**src/rtl/lcd_refresh.sv**
```systemverilog
// lcd_refresh: reader side of the 128x64 monochrome frame RAM (8 pages x 128 columns,
// address = column + page*128). It continuously scans the RAM and streams it to a
// dual-controller KS0108-style LCD (CS1 = columns 0-63, CS2 = columns 64-127). It also
// handles panel power-up, init commands and E-strobe bus timing.
//
// Optional feature macro: LCD_INVERT_EN (when defined, display-data bytes are inverted).
//
// Ports:
//   i_clk            system clock
//   i_rst            asynchronous reset, active-high
//   i_refresh_en     1 = keep refreshing frames, 0 = finish current frame then idle
//   o_ram_read_addr  frame-RAM read address (10 bits)
//   i_ram_read_data  frame-RAM read data (8 bits, RD_LAT cycles after address)
//   o_lcd_data       LCD data bus
//   o_lcd_rs         0 = command, 1 = display data
//   o_lcd_rw         tied 0 (write-only)
//   o_lcd_e          enable strobe
//   o_lcd_cs1        left controller select
//   o_lcd_cs2        right controller select
//   o_lcd_rst_n      panel reset, active-low
//   o_busy           high whenever the FSM is not idle
//   o_frame_done     one-cycle pulse after the last data byte of a frame
module lcd_refresh #(
  parameter int unsigned E_HIGH_CYCLES   = 25,
  parameter int unsigned E_LOW_CYCLES    = 25,
  parameter int unsigned POWER_UP_CYCLES = 500000,
  parameter int unsigned RD_LAT          = 2
) (
  input  logic       i_clk,
  input  logic       i_rst,
  input  logic       i_refresh_en,
  output logic [9:0] o_ram_read_addr,
  input  logic [7:0] i_ram_read_data,
  output logic [7:0] o_lcd_data,
  output logic       o_lcd_rs,
  output logic       o_lcd_rw,
  output logic       o_lcd_e,
  output logic       o_lcd_cs1,
  output logic       o_lcd_cs2,
  output logic       o_lcd_rst_n,
  output logic       o_busy,
  output logic       o_frame_done
);

  // One shared counter covers power-up wait, bus transactions and fetch latency.
  localparam int unsigned CntW =
      $clog2(POWER_UP_CYCLES + E_HIGH_CYCLES + E_LOW_CYCLES + RD_LAT + 2);
  localparam logic [CntW-1:0] PwrLast   = CntW'(POWER_UP_CYCLES - 1);
  localparam logic [CntW-1:0] TxLast    = CntW'(E_HIGH_CYCLES + E_LOW_CYCLES);
  localparam logic [CntW-1:0] EFall     = CntW'(E_HIGH_CYCLES);
  localparam logic [CntW-1:0] FetchLast = CntW'(RD_LAT);
  localparam logic [CntW-1:0] CntOne    = CntW'(1);

  typedef enum logic [3:0] {
    StPwrWait,
    StInitOn,
    StInitLine,
    StIdle,
    StPageCmd,
    StColCmd,
    StFetch,
    StDataWr,
    StNext
  } state_e;

  state_e          r_state;
  logic [CntW-1:0] r_cnt;
  logic [2:0]      r_page;
  logic            r_half;
  logic [5:0]      r_col;
  logic [9:0]      r_addr;
  logic [7:0]      r_data;
  logic            r_rs;
  logic            r_e;
  logic            r_cs1;
  logic            r_cs2;
  logic            r_rst_n;
  logic            r_busy;
  logic            r_frame_done;

  logic [7:0]      w_wr_byte;
  logic            w_tx_last;

`ifdef LCD_INVERT_EN
  assign w_wr_byte = ~i_ram_read_data;
`else
  assign w_wr_byte = i_ram_read_data;
`endif

  assign w_tx_last = (r_cnt == TxLast);

  always_ff @(posedge i_clk or posedge i_rst) begin
    if (i_rst) begin
      r_state      <= StPwrWait;
      r_cnt        <= '0;
      r_page       <= '0;
      r_half       <= 1'b0;
      r_col        <= '0;
      r_addr       <= '0;
      r_data       <= '0;
      r_rs         <= 1'b0;
      r_e          <= 1'b0;
      r_cs1        <= 1'b0;
      r_cs2        <= 1'b0;
      r_rst_n      <= 1'b0;
      r_busy       <= 1'b0;
      r_frame_done <= 1'b0;
    end else begin
      r_frame_done <= 1'b0;
      unique case (r_state)
        StPwrWait: begin
          r_busy <= 1'b1;
          if (r_cnt == PwrLast) begin
            r_cnt   <= '0;
            r_rst_n <= 1'b1;
            r_data  <= 8'h3F;
            r_rs    <= 1'b0;
            r_cs1   <= 1'b1;
            r_cs2   <= 1'b1;
            r_state <= StInitOn;
          end else begin
            r_cnt <= r_cnt + CntOne;
          end
        end

        // All bus-transaction states share the setup / E-high / E-low timing. Outputs for
        // the following transaction are loaded on the exit edge so they are valid in its
        // setup cycle.
        StInitOn, StInitLine, StPageCmd, StColCmd, StDataWr: begin
          if (!w_tx_last) begin
            r_cnt <= r_cnt + CntOne;
            r_e   <= (r_cnt < EFall);
          end else begin
            r_cnt <= '0;
            r_e   <= 1'b0;
            unique case (r_state)
              StInitOn: begin
                r_data  <= 8'hC0;
                r_state <= StInitLine;
              end
              StInitLine: begin
                r_busy  <= 1'b0;
                r_state <= StIdle;
              end
              StPageCmd: begin
                r_data  <= 8'h40;
                r_state <= StColCmd;
              end
              StColCmd: begin
                r_col   <= '0;
                r_addr  <= {r_page, r_half, 6'd0};
                r_state <= StFetch;
              end
              default: begin
                r_state <= StNext;
              end
            endcase
          end
        end

        StIdle: begin
          if (i_refresh_en) begin
            r_page  <= '0;
            r_half  <= 1'b0;
            r_data  <= 8'hB8;
            r_rs    <= 1'b0;
            r_cs1   <= 1'b1;
            r_cs2   <= 1'b0;
            r_busy  <= 1'b1;
            r_cnt   <= '0;
            r_state <= StPageCmd;
          end
        end

        // Capture the RAM byte once the read pipeline has delivered it.
        StFetch: begin
          if (r_cnt == FetchLast) begin
            r_cnt   <= '0;
            r_data  <= w_wr_byte;
            r_rs    <= 1'b1;
            r_state <= StDataWr;
          end else begin
            r_cnt <= r_cnt + CntOne;
          end
        end

        StNext: begin
          r_cnt <= '0;
          if (r_col != 6'd63) begin
            // Panel auto-increments Y, so just fetch the next column.
            r_col   <= r_col + 6'd1;
            r_addr  <= {r_page, r_half, r_col + 6'd1};
            r_state <= StFetch;
          end else if (!r_half) begin
            r_half  <= 1'b1;
            r_data  <= {5'b10111, r_page};
            r_rs    <= 1'b0;
            r_cs1   <= 1'b0;
            r_cs2   <= 1'b1;
            r_state <= StPageCmd;
          end else if (r_page != 3'd7) begin
            r_page  <= r_page + 3'd1;
            r_half  <= 1'b0;
            r_data  <= {5'b10111, r_page + 3'd1};
            r_rs    <= 1'b0;
            r_cs1   <= 1'b1;
            r_cs2   <= 1'b0;
            r_state <= StPageCmd;
          end else begin
            r_frame_done <= 1'b1;
            r_page       <= '0;
            r_half       <= 1'b0;
            if (i_refresh_en) begin
              r_data  <= 8'hB8;
              r_rs    <= 1'b0;
              r_cs1   <= 1'b1;
              r_cs2   <= 1'b0;
              r_state <= StPageCmd;
            end else begin
              r_busy  <= 1'b0;
              r_state <= StIdle;
            end
          end
        end

        default: begin
          r_cnt   <= '0;
          r_state <= StPwrWait;
        end
      endcase
    end
  end

  assign o_ram_read_addr = r_addr;
  assign o_lcd_data      = r_data;
  assign o_lcd_rs        = r_rs;
  assign o_lcd_rw        = 1'b0;
  assign o_lcd_e         = r_e;
  assign o_lcd_cs1       = r_cs1;
  assign o_lcd_cs2       = r_cs2;
  assign o_lcd_rst_n     = r_rst_n;
  assign o_busy          = r_busy;
  assign o_frame_done    = r_frame_done;

endmodule

```
**config.mk**
```make
export PLATFORM = sky130hd
export DESIGN_NAME = lcd_refresh
export DESIGN_NICKNAME = d
export VERILOG_FILES = /design/src/rtl/lcd_refresh.sv
export SDC_FILE = /design/constraint.sdc
export NUM_CORES = 1
export LEC_CHECK = 0
export BUFFER_PORTS_ARGS = -buffer_cell sky130_fd_sc_hd__buf_2
export CAP_MARGIN = 10
export CORE_ASPECT_RATIO = 0.8
export CORE_MARGIN = 1.5
export CORE_UTILIZATION = 54
export DETAILED_ROUTE_END_ITERATION = 7
export GPL_TIMING_DRIVEN = 0
export PLACE_DENSITY = 0.75
export SYNTH_ARGS = -nofsm -noshare
export SYNTH_HDL_FRONTEND = slang
export SYNTH_SLANG_ARGS = --single-unit
export TNS_END_PERCENT = 1
```
**constraint.sdc**
```tcl
create_clock -name i_clk -period 4.9 [get_ports i_clk]
set_input_delay 0.49 -clock i_clk [delete_from_list [all_inputs] [get_ports i_clk]]
set_output_delay 0.49 -clock i_clk [all_outputs]
set_load 0.01 [all_outputs]
```
==> reports/results.tsv, run 1 <==
stage	metric	value	unit
global_routing	pin count of the biggest net entering global routing	41	
drt	ANT nets after route	0	
drt	Initial DRT Pass Iterations	5	
critical_path	Crit. End Element	flop	
global_routing	first-pass GRT wire length	12000	um
sta	setup TNS	0	ns
floorplan	Core Rows	24	
pwr	Tot Pwr	1.88	mW
critical_path	Most Frequent Cell on Critical Path	buf_2	
sta	Worst Skew	0.00589	ns
layout	Inserted Diodes	0	
global_routing	initial antenna violation count	0	
sta	Final setup viols	0	
critical_path	slowest stage cell on the critical path	a211oi_1	
sta	Slew Limit Headroom	0.407	
synthesis	most common cell in the netlist	dfrtp_1	
synthesis	Post-Syn Instances	325	
pwr	pwr dens	562	nW/um^2
layout	area growth from synthesis to layout	11.8	%
synthesis	Synth Flop Type	dfrtp_1	
pwr	Peak VDD IR	0.351	mV
critical_path	Worst Path Buf+Inv	2	
drt	DRC errors left	0	
pwr	Comb power frac	0.550	
layout	share of layout cells above drive strength 1	0.185	
min_path	Worst Hold Class	in2async	
synthesis	sequential-to-total area share from yosys stat	0.435	
synthesis	Synthesized Nets	341	
sta	RSZ-0062 raised after global routing	false	
cts	H-tree depth	2	
drt	post-DR wirelength/cell	16.8	um
placement	Port Buffers	35	
synthesis	top-area cell type share of the netlist area	0.435	
floorplan	core area	5410	um^2
floorplan	Initial Util	0.554	
floorplan	I/O pin cnt	37	
layout	register area	1300	um^2
cts	Hold-fix buffers, CTS	0	
layout	Final Util	0.619	
sta	min Tclk post-route	2.81	ns
synthesis	post-synthesis async set-or-reset flop share	1.00	
pwr	Sequential Power Share	0.325	
sta	Hold Vio Cnt, Final	0	
critical_path	kind of critical path	reg2reg	
synthesis	number of synthesized flops with an enable pin	0	
sta	final period utilization	0.573	
synthesis	syn_area_per_cell	9.21	um^2
sta	Worst-Margin Slew	0.884	ns
cts	TritonCTS clock tree	yes	
placement	sum of net half-perimeters after detailed placement	5240	um
pwr	P_sw	0.860	mW
floorplan	die height	69.6	um
cts	Root Driver	clkbuf_8	
cts	CTS clk-pin slew, worst paths	0.09	ns
outcome	status	finished, final reports clean	
synthesis	Yosys reg bits	52	
critical_path	worst-path fanout max	10	
cts	CTS max path bufs	2	
sta	final hold slack	0.120	ns
critical_path	Required @ worst endpoint	5.09	ns
drt	drt initial violations	266	
drt	Vias	2660	
layout	# fillers	495	
critical_path	Worst setup SP type	flop	
synthesis	list of most frequent post-synthesis cells	dfrtp_1 (52), nor2_1 (34), nand2_1 (28), o21ai_0 (20), nand3_1 (18)	
synthesis	leading area contributor after synthesis	dfrtp_1	
synthesis	yosys warns	0	
sta	fmax	356	MHz
placement	GPL Wtd Cong	0.935	
cts	buffer count from post-CTS setup fixing	0	
critical_path	critical path, cell by cell	buf_2 > xor2_1 > a211oi_1 > o21a_2 > a211o_1 > buf_2 > mux2_2	
synthesis	Distinct cells, synth	56	
global_routing	number of global-route vias before repair	2436	
floorplan	Die W	86.3	um
cts	CTS Buf Count	5	
layout	fin nets	384	
pwr	sw frac	0.457	
synthesis	post-synthesis cell area	2990	um^2
critical_path	Crit path largest cell delay	0.78	ns
drt	vias per cell	6.14	
pwr	leak pwr	1.50	nW
pwr	Clock Power Share	0.125	
drt	Routed WL	7280	um
global_routing	GRT Overall Usage	0.255	
floorplan	die area	6000	um^2
critical_path	kind of cell adding the most delay to the critical path	compound AO/OA/AOI/OAI gates	
job	max-capacitance violation count	0	
cts	worst skew pair latency	0.30	ns
layout	area occupied by multi-input gates	1560	um^2
global_routing	grt ovf	0	
critical_path	Critical Path AT	3.00	ns
cts	post_cts resized	0	
cts	clock sinks	52	
synthesis	Synth area leaders	dfrtp_1 (43%), nor2_1 (4.3%), xor2_1 (4.1%)	
pwr	Int Pwr	1.02	mW
sta	max-slew violations	0	
[registers in the layout, indices dropped and copies added (netlist names)]
name / flops
o_lcd_rs: 1
o_lcd_data: 8
o_lcd_cs2: 1
o_ram_read_addr: 5
o_lcd_cs1: 1
o_lcd_e: 1
r_state: 4
o_lcd_rst_n: 1
r_cnt: 19
r_page: 3
o_busy: 1
o_frame_done: 1
r_half: 1
r_col: 5
[worst register-to-register path: stages (launching register included)]
cell and delay (ns):
dfrtp_1 0.40, buf_2 0.20, xor2_1 0.20, a211oi_1 0.78
o21a_2 0.37, a211o_1 0.17, buf_2 0.22, mux2_2 0.36
[per-stage QoR]
| stage | area, um^2 | cells | setup slack (ns) |
|---|---|---|---|
| final | 3350 | 433 | 2.09 |
| after global routing | 3350 | 433 | 1.92 |
| after CTS | 3350 | 433 | 2.13 |
| after detailed placement | 3270 | 426 | 2.17 |
| after global placement | 3250 | 425 | 2.14 |
| after floorplan | 2990 | 325 | 2.66 |
[final cells by class]
cell class,instances,share of cell area
Buffer,18,0.0310
Clock buffer,6,0.0217
Clock inverter,1,0.00149
Inverter,7,0.00785
Multi-Input combinational cell,248,0.467
Sequential cell,52,0.389
Tap cell,65,0.0243
Timing Repair Buffer,36,0.0583
[power by group through the flow]
stage               Sequential (mW)  Combinational [mW]  Clock (mW)
floorplan                     0.628               0.728           0
global placement              0.609               0.993           0
detailed placement            0.614                1.01           0
CTS                           0.609                1.02       0.238
global route                  0.624                1.14       0.258
finish                        0.611                1.04       0.236
[metal layers]
| metal | vias up | GRT usage | part of all wire |
|---|---|---|---|
| li1 | 1266 | - | - |
| met1 | 1272 | 0.408 | 0.50 |
| met2 | 111 | 0.363 | 0.43 |
| met3 | 11 | 0.0405 | 0.063 |
| met4 | 0 | 0.0538 | 0.0093 |
| met5 | - | 0 | 0 |
[cells in the final DEF (no fill, tap or decap), types with 3 or more instances in the layout]
cell	netlist	layout
mux2_2	5	5
nand2b_1	4	4
nor3_1	12	12
xor2_1	14	14
and3_1	4	4
buf_2	2	37
a21o_1	4	4
o31ai_1	3	3
buf_6	4	4
nand3_1	18	18
a21oi_1	17	17
nand4_1	6	6
a211o_1	5	5
dfrtp_1	52	52
nor4_1	3	3
o2bb2ai_1	6	6
o22ai_1	4	4
clkbuf_1	10	11
inv_1	7	6
ha_1	5	5
clkbuf_8	0	5
nand2_1	28	28
nor2_1	34	34
nor3b_1	3	3
o21bai_1	3	3
and2_1	4	4
a31oi_1	12	12
o21ai_0	20	20
[cells by family (layout without fill, tap and decap cells)]
kind of cell,after synthesis,in the layout,share of synthesized area
compound gates,89,89,0.200
xor+xnor,16,16,0.0468
fa+ha+maj,5,5,0.0209
buf+inv,25,68,0.0435
flops,52,52,0.435
mux,6,6,0.0221
other cells,1,1,0.00125
simple gates,131,131,0.231
[final timing paths]
check	startpoint	to	slack, ns	cells past startpoint
worst max-delay path	r_state[2]	o_ram_read_addr[7]	2.09	7
worst min-delay path	i_rst	o_lcd_e	0.12	2
worst max register to register	r_state[2]	o_ram_read_addr[7]	2.09	7
worst min register to register	o_ram_read_addr[6]	o_ram_read_addr[6]	0.49	2
max in group asynchronous	i_rst	r_cnt[1]	4.26	3
min in group i_clk	i_ram_read_data[6]	o_lcd_data[6]	0.47	3
No activity file was read; power rests on OpenSTA's default activity.
==> run 2, diff against run 1 <==
--- a/config.mk
+++ b/config.mk
@@ -5,14 +5,15 @@
 export SDC_FILE = /design/constraint.sdc
 export NUM_CORES = 1
 export LEC_CHECK = 0
+export ABC_AREA = 1
 export BUFFER_PORTS_ARGS = -buffer_cell sky130_fd_sc_hd__buf_2
 export CAP_MARGIN = 10
 export CORE_ASPECT_RATIO = 0.8
 export CORE_MARGIN = 1.5
-export CORE_UTILIZATION = 54
+export CORE_UTILIZATION = 53
 export DETAILED_ROUTE_END_ITERATION = 7
 export GPL_TIMING_DRIVEN = 0
-export PLACE_DENSITY = 0.75
+export PLACE_DENSITY = 0.76
 export SYNTH_ARGS = -nofsm -noshare
 export SYNTH_HDL_FRONTEND = slang
 export SYNTH_SLANG_ARGS = --single-unit
==> constraint.sdc (replaced) <==
create_clock -name i_clk -period 2.4 [get_ports i_clk]
set_input_delay 0.24 -clock i_clk [delete_from_list [all_inputs] [get_ports i_clk]]
set_output_delay 0.24 -clock i_clk [all_outputs]
set_load 0.01 [all_outputs]
==> run 2 against run 1 <==
Count of clock-buffer cells in the layout did not move. Largest cell class unchanged. Sequential cell count did not move. Highest routed layer unchanged. Hold slack improved by 0.14 ns. Setup slack got worse by 1.7 ns.
==> reports/results.tsv, run 2 <==
stage	metric	value	unit	change
global_routing	first-pass GRT wire length	13600	um	was 12000 um
drt	Routed WL	8320	um	was 7280 um
critical_path	Crit path largest cell delay	0.46	ns	was 0.78 ns
pwr	Comb power frac	0.034		was 0.550
pwr	Int Pwr	1.09	mW	was 1.02 mW
synthesis	number of synthesized flops with an enable pin	0		unchanged
global_routing	number of global-route vias before repair	2800		was 2436
sta	final period utilization	0.855		was 0.573
synthesis	Synth Flop Type	dfrtp_1		unchanged
placement	GPL Wtd Cong	0.926		was 0.935
layout	fin nets	538		was 384
layout	Inserted Diodes	0		unchanged
cts	worst skew pair latency	0.30	ns	about the same
drt	Vias	3260		was 2660
synthesis	leading area contributor after synthesis	dfrtp_1		unchanged
sta	min Tclk post-route	2.05	ns	was 2.81 ns
global_routing	initial antenna violation count	0		unchanged
job	max-capacitance violation count	0		unchanged
sta	Final setup viols	0		unchanged
floorplan	I/O pin cnt	37		unchanged
layout	commonest cells after routing, fill and taps aside	nand2_1 (141), nor2_1 (59), dfrtp_1 (52)		was dfrtp_1 (52), buf_2 (37), nor2_1 (34)
sta	Hold Vio Cnt, Final	0		unchanged
critical_path	kind of critical path	reg2reg		unchanged
global_routing	grt ovf	0		unchanged
synthesis	post-synthesis async set-or-reset flop share	1.00		unchanged
critical_path	Most Frequent Cell on Critical Path	nand2_1		was buf_2
floorplan	die height	74.6	um	was 69.6 um
pwr	Clock Power Share	0.341		was 0.125
sta	max-slew violations	0		unchanged
floorplan	die area	6890	um^2	was 6000 um^2
cts	Root Driver	clkbuf_8		unchanged
min_path	Worst Hold Class	in2reg		was in2async
layout	max reg flops	19		unchanged
critical_path	Required @ worst endpoint	2.59	ns	was 5.09 ns
cts	CTS Buf Count	5		unchanged
cts	buffer count from post-CTS setup fixing	0		unchanged
synthesis	list of most frequent post-synthesis cells	nand2_1 (141), nor2_1 (59), dfrtp_1 (52), inv_1 (52), nand3_1 (29)		was dfrtp_1 (52), nor2_1 (34), nand2_1 (28), o21ai_0 (20), nand3_1 (18)
layout	area growth from synthesis to layout	11.3	%	was 11.8%
synthesis	yosys warns	0		unchanged
critical_path	worst-path fanout max	10		unchanged
synthesis	sequential-to-total area share from yosys stat	0.383		was 0.435
critical_path	Worst setup SP type	flop		unchanged
sta	setup TNS	0	ns	unchanged
layout	share of layout cells above drive strength 1	0.161		was 0.185
synthesis	Yosys reg bits	52		unchanged
global_routing	GRT Overall Usage	0.253		was 0.255
sta	Slew Limit Headroom	0.609		was 0.407
synthesis	most common cell in the netlist	nand2_1		was dfrtp_1
sta	Worst-Margin Slew	0.580	ns	was 0.884 ns
pwr	leak pwr	1.86	nW	was 1.50 nW
cts	CTS clk-pin slew, worst paths	0.09	ns	about the same
synthesis	Distinct cells, synth	35		was 56
critical_path	Crit. End Element	flop		unchanged
synthesis	post-synthesis cell area	3390	um^2	was 2990 um^2
drt	post-DR wirelength/cell	13.8	um	was 16.8 um
layout	fin cells	603		was 433
synthesis	Synth area leaders	dfrtp_1 (38%), nand2_1 (16%), nor2_1 (6.5%)		was dfrtp_1 (43%), nor2_1 (4.3%), xor2_1 (4.1%)
synthesis	top-area cell type share of the netlist area	0.383		was 0.435
pwr	Sequential Power Share	0.625		was 0.325
placement	pre-CTS WS	0.389	ns	was 2.17 ns
placement	sum of net half-perimeters after detailed placement	6310	um	was 5240 um
sta	final hold slack	0.263	ns	was 0.120 ns
drt	DRC errors left	0		unchanged
sta	fmax	488	MHz	was 356 MHz
placement	Port Buffers	35		unchanged
layout	commonest non-fill, non-tap cell in the layout	nand2_1		was dfrtp_1
drt	ANT nets after route	0		unchanged
synthesis	Post-Syn Instances	478		was 325
global_routing	pin count of the biggest net entering global routing	34		was 41
floorplan	Core Rows	25		was 24
floorplan	Die W	92.5	um	was 86.3 um
pwr	Peak VDD IR	0.229	mV	was 0.351 mV
critical_path	slowest stage cell on the critical path	dfrtp_1		was a211oi_1
drt	drt initial violations	206		was 266
synthesis	Synthesized Nets	494		was 341
cts	clock sinks	52		unchanged
synthesis	syn_area_per_cell	7.10	um^2	was 9.21 um^2
cts	CTS max path bufs	2		unchanged
sta	RSZ-0062 raised after global routing	false		unchanged
outcome	status	finished, final reports clean		unchanged
floorplan	core area	6040	um^2	was 5410 um^2
critical_path	critical path, cell by cell	ha_1 > nand2_1 > nor2_2 > nand3_1 > nand2_1 > nand2_4 > nor2_8 > buf_6 > nor2_1		was buf_2 > xor2_1 > a211oi_1 > o21a_2 > a211o_1 > buf_2 > mux2_2
critical_path	reg2reg setup slack	0.35	ns	was 2.09 ns
floorplan	Initial Util	0.562		was 0.554
critical_path	Critical Path AT	2.24	ns	was 3.00 ns
cts	TritonCTS clock tree	yes		unchanged
sta	PnR worst setup slack	0.349	ns	was 2.09 ns
pwr	pwr dens	374	nW/um^2	was 562 nW/um^2
cts	H-tree depth	2		unchanged
drt	vias per cell	5.41		was 6.14
layout	Top reg by flops	r_cnt		unchanged
sta	Worst Skew	0.00612	ns	was 0.00589 ns
placement	placed cell count	595		was 426
layout	# fillers	537		was 495
drt	Initial DRT Pass Iterations	5		unchanged
pwr	P_sw	0.319	mW	was 0.860 mW
pwr	sw frac	0.226		was 0.457
-- run 2: cell count changes after synthesis, moves of 10 or more --
cell and change:
nand2_1 +113, a21oi_1 -10, nor2_1 +25, a31oi_1 -10, nand3_1 +11, inv_1 +45
-- run 2: kinds of logic after synthesis --
kind of cell             share of synthesized area
XOR/XNOR                                    0.0232
AO/OA/AOI/OAI                               0.0970
adder cells (fa/ha/maj)                     0.0184
AND/OR/NAND/NOR                              0.393
other                                      0.00111
buffers and inverters                       0.0833
flip-flops                                   0.383
-- run 2: what timing repair did --
item | in CTS | in global routing
resized for setup | 0 | 0
endpoints found under the hold margin | 19 | 0
hold buffers | 1 | 0
-- run 2: final cells by class --
type | count | area, um^2 | area share
Buffer | 10 | 80.1 | 0.0212
Inverter | 54 | 203 | 0.0537
Clock buffer | 6 | 72.6 | 0.0192
Sequential cell | 52 | 1300 | 0.344
Tap cell | 81 | 101 | 0.0268
Clock inverter | 1 | 5.00 | 0.00132
Timing Repair Buffer | 37 | 205 | 0.0543
Multi-Input combinational cell | 362 | 1810 | 0.479
-- run 2: power by group through the flow --
stage | registers (mW) | logic [mW] | clock network [mW]
2_1_floorplan | 0.900 | 0.0260 | 0
3_3_place_gp | 0.901 | 0.0429 | 0
3_5_place_dp | 0.901 | 0.0479 | 0
4_1_cts | 0.883 | 0.0492 | 0.494
5_1_grt | 0.884 | 0.0559 | 0.524
6_report | 0.883 | 0.0476 | 0.482
-- run 2: final timing paths --
kind | to | startpoint | cells after the start
setup / recovery | r_cnt[18] | r_cnt[0] | 9
hold / removal | o_lcd_data[6] | i_ram_read_data[6] | 5
setup reg to reg | r_cnt[18] | r_cnt[0] | 9
hold reg to reg | o_ram_read_addr[8] | o_ram_read_addr[8] | 2
max in group asynchronous | r_cnt[6] | i_rst | 4
min in group asynchronous | r_cnt[13] | i_rst | 3
-- run 2: worst max-delay path: cells and delay by family (launching register included) --
kind	cells	cell delay, ns
flops	1	0.46
simple gates	7	1.04
buf+inv	1	0.18
fa+ha+maj	1	0.27
-- run 2: per-stage QoR --
step	instance area (um^2)	utilization	total power, mW
floorplan	3390	-	0.926
global placement	3670	0.608	0.943
detailed placement	3690	0.611	0.949
CTS	3780	0.626	1.43
global route	3780	0.626	1.46
finish	3780	0.626	1.41
-- run 2: per-layer routing --
metal / GRT usage / up-vias / part of all wire
li1: - / 1632 / -
met1: 0.393 / 1482 / 0.50
met2: 0.370 / 140 / 0.41
met3: 0.0481 / 6 / 0.082
met4: 0.0410 / 0 / 0.0084
met5: 0 / - / 0
==> run 3, diff against run 2 <==
--- a/config.mk
+++ b/config.mk
@@ -10,10 +10,9 @@
 export CAP_MARGIN = 10
 export CORE_ASPECT_RATIO = 0.8
 export CORE_MARGIN = 1.5
-export CORE_UTILIZATION = 53
+export CORE_UTILIZATION = 43
 export DETAILED_ROUTE_END_ITERATION = 7
 export GPL_TIMING_DRIVEN = 0
-export PLACE_DENSITY = 0.76
 export SYNTH_ARGS = -nofsm -noshare
 export SYNTH_HDL_FRONTEND = slang
 export SYNTH_SLANG_ARGS = --single-unit
==> run 3 against run 2 <==
Count of clock-buffer cells in the layout is 1 lower. Total power is 5.3% higher. Core utilization is 12 points lower. First-iteration DRC count is 39% higher. Critical path depth stayed put. Non-clock buffer count stayed put. Sequential share of layout area is 0.43 points lower. Final area is 1.3% higher. Clock power is 15% higher. Via count is 2.2% lower. Clock skew is 0.0061 ns higher. Combinational power is 1% higher. Critical endpoint unchanged.
==> reports/results.tsv, run 3 (synthesis results as in run 2) <==
stage	metric	value	unit	change
outcome	status	finished, final reports clean		unchanged
sta	Worst-Margin Slew	0.557	ns	was 0.580 ns
floorplan	Die W	102	um	was 92.5 um
sta	RSZ-0062 raised after global routing	false		unchanged
layout	Inserted Diodes	0		unchanged
drt	post-DR wirelength/cell	13.7	um	was 13.8 um
global_routing	GRT Overall Usage	0.221		was 0.253
sta	Final setup viols	0		unchanged
floorplan	die height	82.5	um	was 74.6 um
floorplan	core area	7530	um^2	was 6040 um^2
cts	H-tree depth	2		unchanged
layout	commonest non-fill, non-tap cell in the layout	nand2_1		unchanged
critical_path	critical path, cell by cell	ha_1 > nand2_1 > nor2_2 > nand3_1 > nand2_1 > nand2_4 > nor2_8 > buf_6 > nor2_1		unchanged
critical_path	worst r2r src	r_cnt[0]		unchanged
pwr	Peak VDD IR	0.257	mV	was 0.229 mV
global_routing	number of global-route vias before repair	2860		was 2800
drt	Routed WL	8570	um	was 8320 um
drt	ANT nets after route	0		unchanged
min_path	Hold Path Origin	i_ram_read_data[6]		unchanged
floorplan	I/O pin cnt	37		unchanged
floorplan	Initial Util	0.450		was 0.562
placement	pre-CTS WS	0.362	ns	was 0.389 ns
critical_path	Most Frequent Cell on Critical Path	nand2_1		unchanged
cts	clock sinks	52		unchanged
layout	# fillers	779		was 537
sta	Hold Vio Cnt, Final	0		unchanged
cts	TritonCTS clock tree	yes		unchanged
layout	commonest cells after routing, fill and taps aside	nand2_1 (141), nor2_1 (59), dfrtp_1 (52)		unchanged
drt	vias per cell	5.08		was 5.41
drt	Initial DRT Pass Iterations	4		was 5
sta	setup TNS	0	ns	unchanged
placement	GPL Wtd Cong	0.926		about the same
cts	worst skew pair latency	0.32	ns	was 0.30 ns
job	max-capacitance violation count	0		unchanged
cts	CTS Buf Count	5		unchanged
global_routing	initial antenna violation count	0		unchanged
sta	max-slew violations	0		unchanged
critical_path	kind of critical path	reg2reg		unchanged
global_routing	pin count of the biggest net entering global routing	32		was 34
global_routing	first-pass GRT wire length	14200	um	was 13600 um
layout	area growth from synthesis to layout	12.7	%	was 11.3%
cts	CTS max path bufs	2		unchanged
sta	PnR worst setup slack	0.331	ns	was 0.349 ns
critical_path	Crit path largest cell delay	0.46	ns	about the same
sta	fmax	483	MHz	was 488 MHz
drt	drt initial violations	287		was 206
critical_path	Worst setup SP type	flop		unchanged
critical_path	slowest stage cell on the critical path	dfrtp_1		unchanged
sta	final period utilization	0.862		was 0.855
layout	max reg flops	19		unchanged
cts	buffer count from post-CTS setup fixing	0		unchanged
drt	DRC errors left	0		unchanged
global_routing	grt ovf	0		unchanged
drt	Vias	3189		was 3260
layout	Top reg by flops	r_cnt		unchanged
cts	Root Driver	clkbuf_8		unchanged
floorplan	Core Rows	28		was 25
critical_path	Required @ worst endpoint	2.61	ns	was 2.59 ns
sta	min Tclk post-route	2.07	ns	was 2.05 ns
critical_path	CP Launch Point	r_cnt[0]		unchanged
placement	sum of net half-perimeters after detailed placement	6570	um	was 6310 um
sta	Slew Limit Headroom	0.625		was 0.609
min_path	Worst Hold Class	in2reg		unchanged
placement	Port Buffers	35		unchanged
pwr	leak pwr	1.87	nW	was 1.86 nW
floorplan	die area	8440	um^2	was 6890 um^2
layout	fin nets	538		unchanged
critical_path	worst-path fanout max	10		unchanged
sta	Worst Skew	0.0123	ns	was 0.00612 ns
layout	share of layout cells above drive strength 1	0.164		was 0.161
critical_path	Critical Path AT	2.28	ns	was 2.24 ns
cts	CTS clk-pin slew, worst paths	0.10	ns	was 0.09 ns
pwr	pwr dens	389	nW/um^2	was 374 nW/um^2
critical_path	Crit. End Element	flop		unchanged
run 3: changes by cell type in the layout (fill, tap and decap cells not counted):
cell,previous run,this run
clkbuf_1,2,1
clkinv_4,0,1
clkinv_2,1,0
inv_6,0,2
run 3: metrics by stage:
| stage | utilization | hold slack (ns) | instances | total power [mW] | cell area (um^2) |
|---|---|---|---|---|---|
| floorplan | - | 0.419 | 478 | 0.926 | 3390 |
| global placement | 0.491 | 0.464 | 618 | 0.945 | 3700 |
| detailed placement | 0.494 | 0.304 | 619 | 0.949 | 3720 |
| CTS | 0.508 | 0.244 | 628 | 1.50 | 3820 |
| global route | 0.508 | 0.275 | 628 | 1.55 | 3820 |
| finish | 0.508 | 0.246 | 628 | 1.49 | 3820 |
run 3: cell type report:
class | instances | area, um^2 | area share
clock buffer | 5 | 68.8 | 0.0180
timing repair buffer | 37 | 205 | 0.0536
tap | 105 | 131 | 0.0343
buffer | 10 | 80.1 | 0.0209
inverter | 54 | 203 | 0.0530
multi-input combinational | 362 | 1810 | 0.473
clock inverter | 3 | 26.3 | 0.00687
sequential | 52 | 1300 | 0.340
run 3: per-layer routing:
metal  global-route usage  share of wire  vias up
met5                    0              0        -
li1                     -              -     1631
met3               0.0328          0.043        7
met1                0.356           0.56     1476
met2                0.305           0.39       75
met4               0.0493         0.0075        0
run 3: worst max-delay path, delay by kind of cell, from the launching register on:
| kind | cells | cell delay [ns] |
|---|---|---|
| flops | 1 | 0.46 |
| fa+ha+maj | 1 | 0.27 |
| simple gates | 7 | 1.05 |
| buf+inv | 1 | 0.18 |
run 3: final timing paths:
path	end	slack (ns)	depth (start not counted)
hold reg to reg	o_ram_read_addr[8]	0.49	2
setup / recovery	r_cnt[18]	0.33	9
max in group asynchronous	r_page[0]	1.37	4
setup reg to reg	r_cnt[18]	0.33	9
hold / removal	o_lcd_data[6]	0.25	5
min in group asynchronous	r_cnt[12]	0.48	3
run 3: timing repair:
item	4_1_cts	5_1_grt
endpoints found under the hold margin	21	0
resized for setup	0	0
hold buffers	1	0
run 3: power by group:
part	internal [mW]	switching [mW]	leakage, nW
clock network	0.216	0.339	0.0491
registers	0.879	0.00479	0.598
logic	0.0155	0.0328	1.22
total	1.11	0.377	1.87
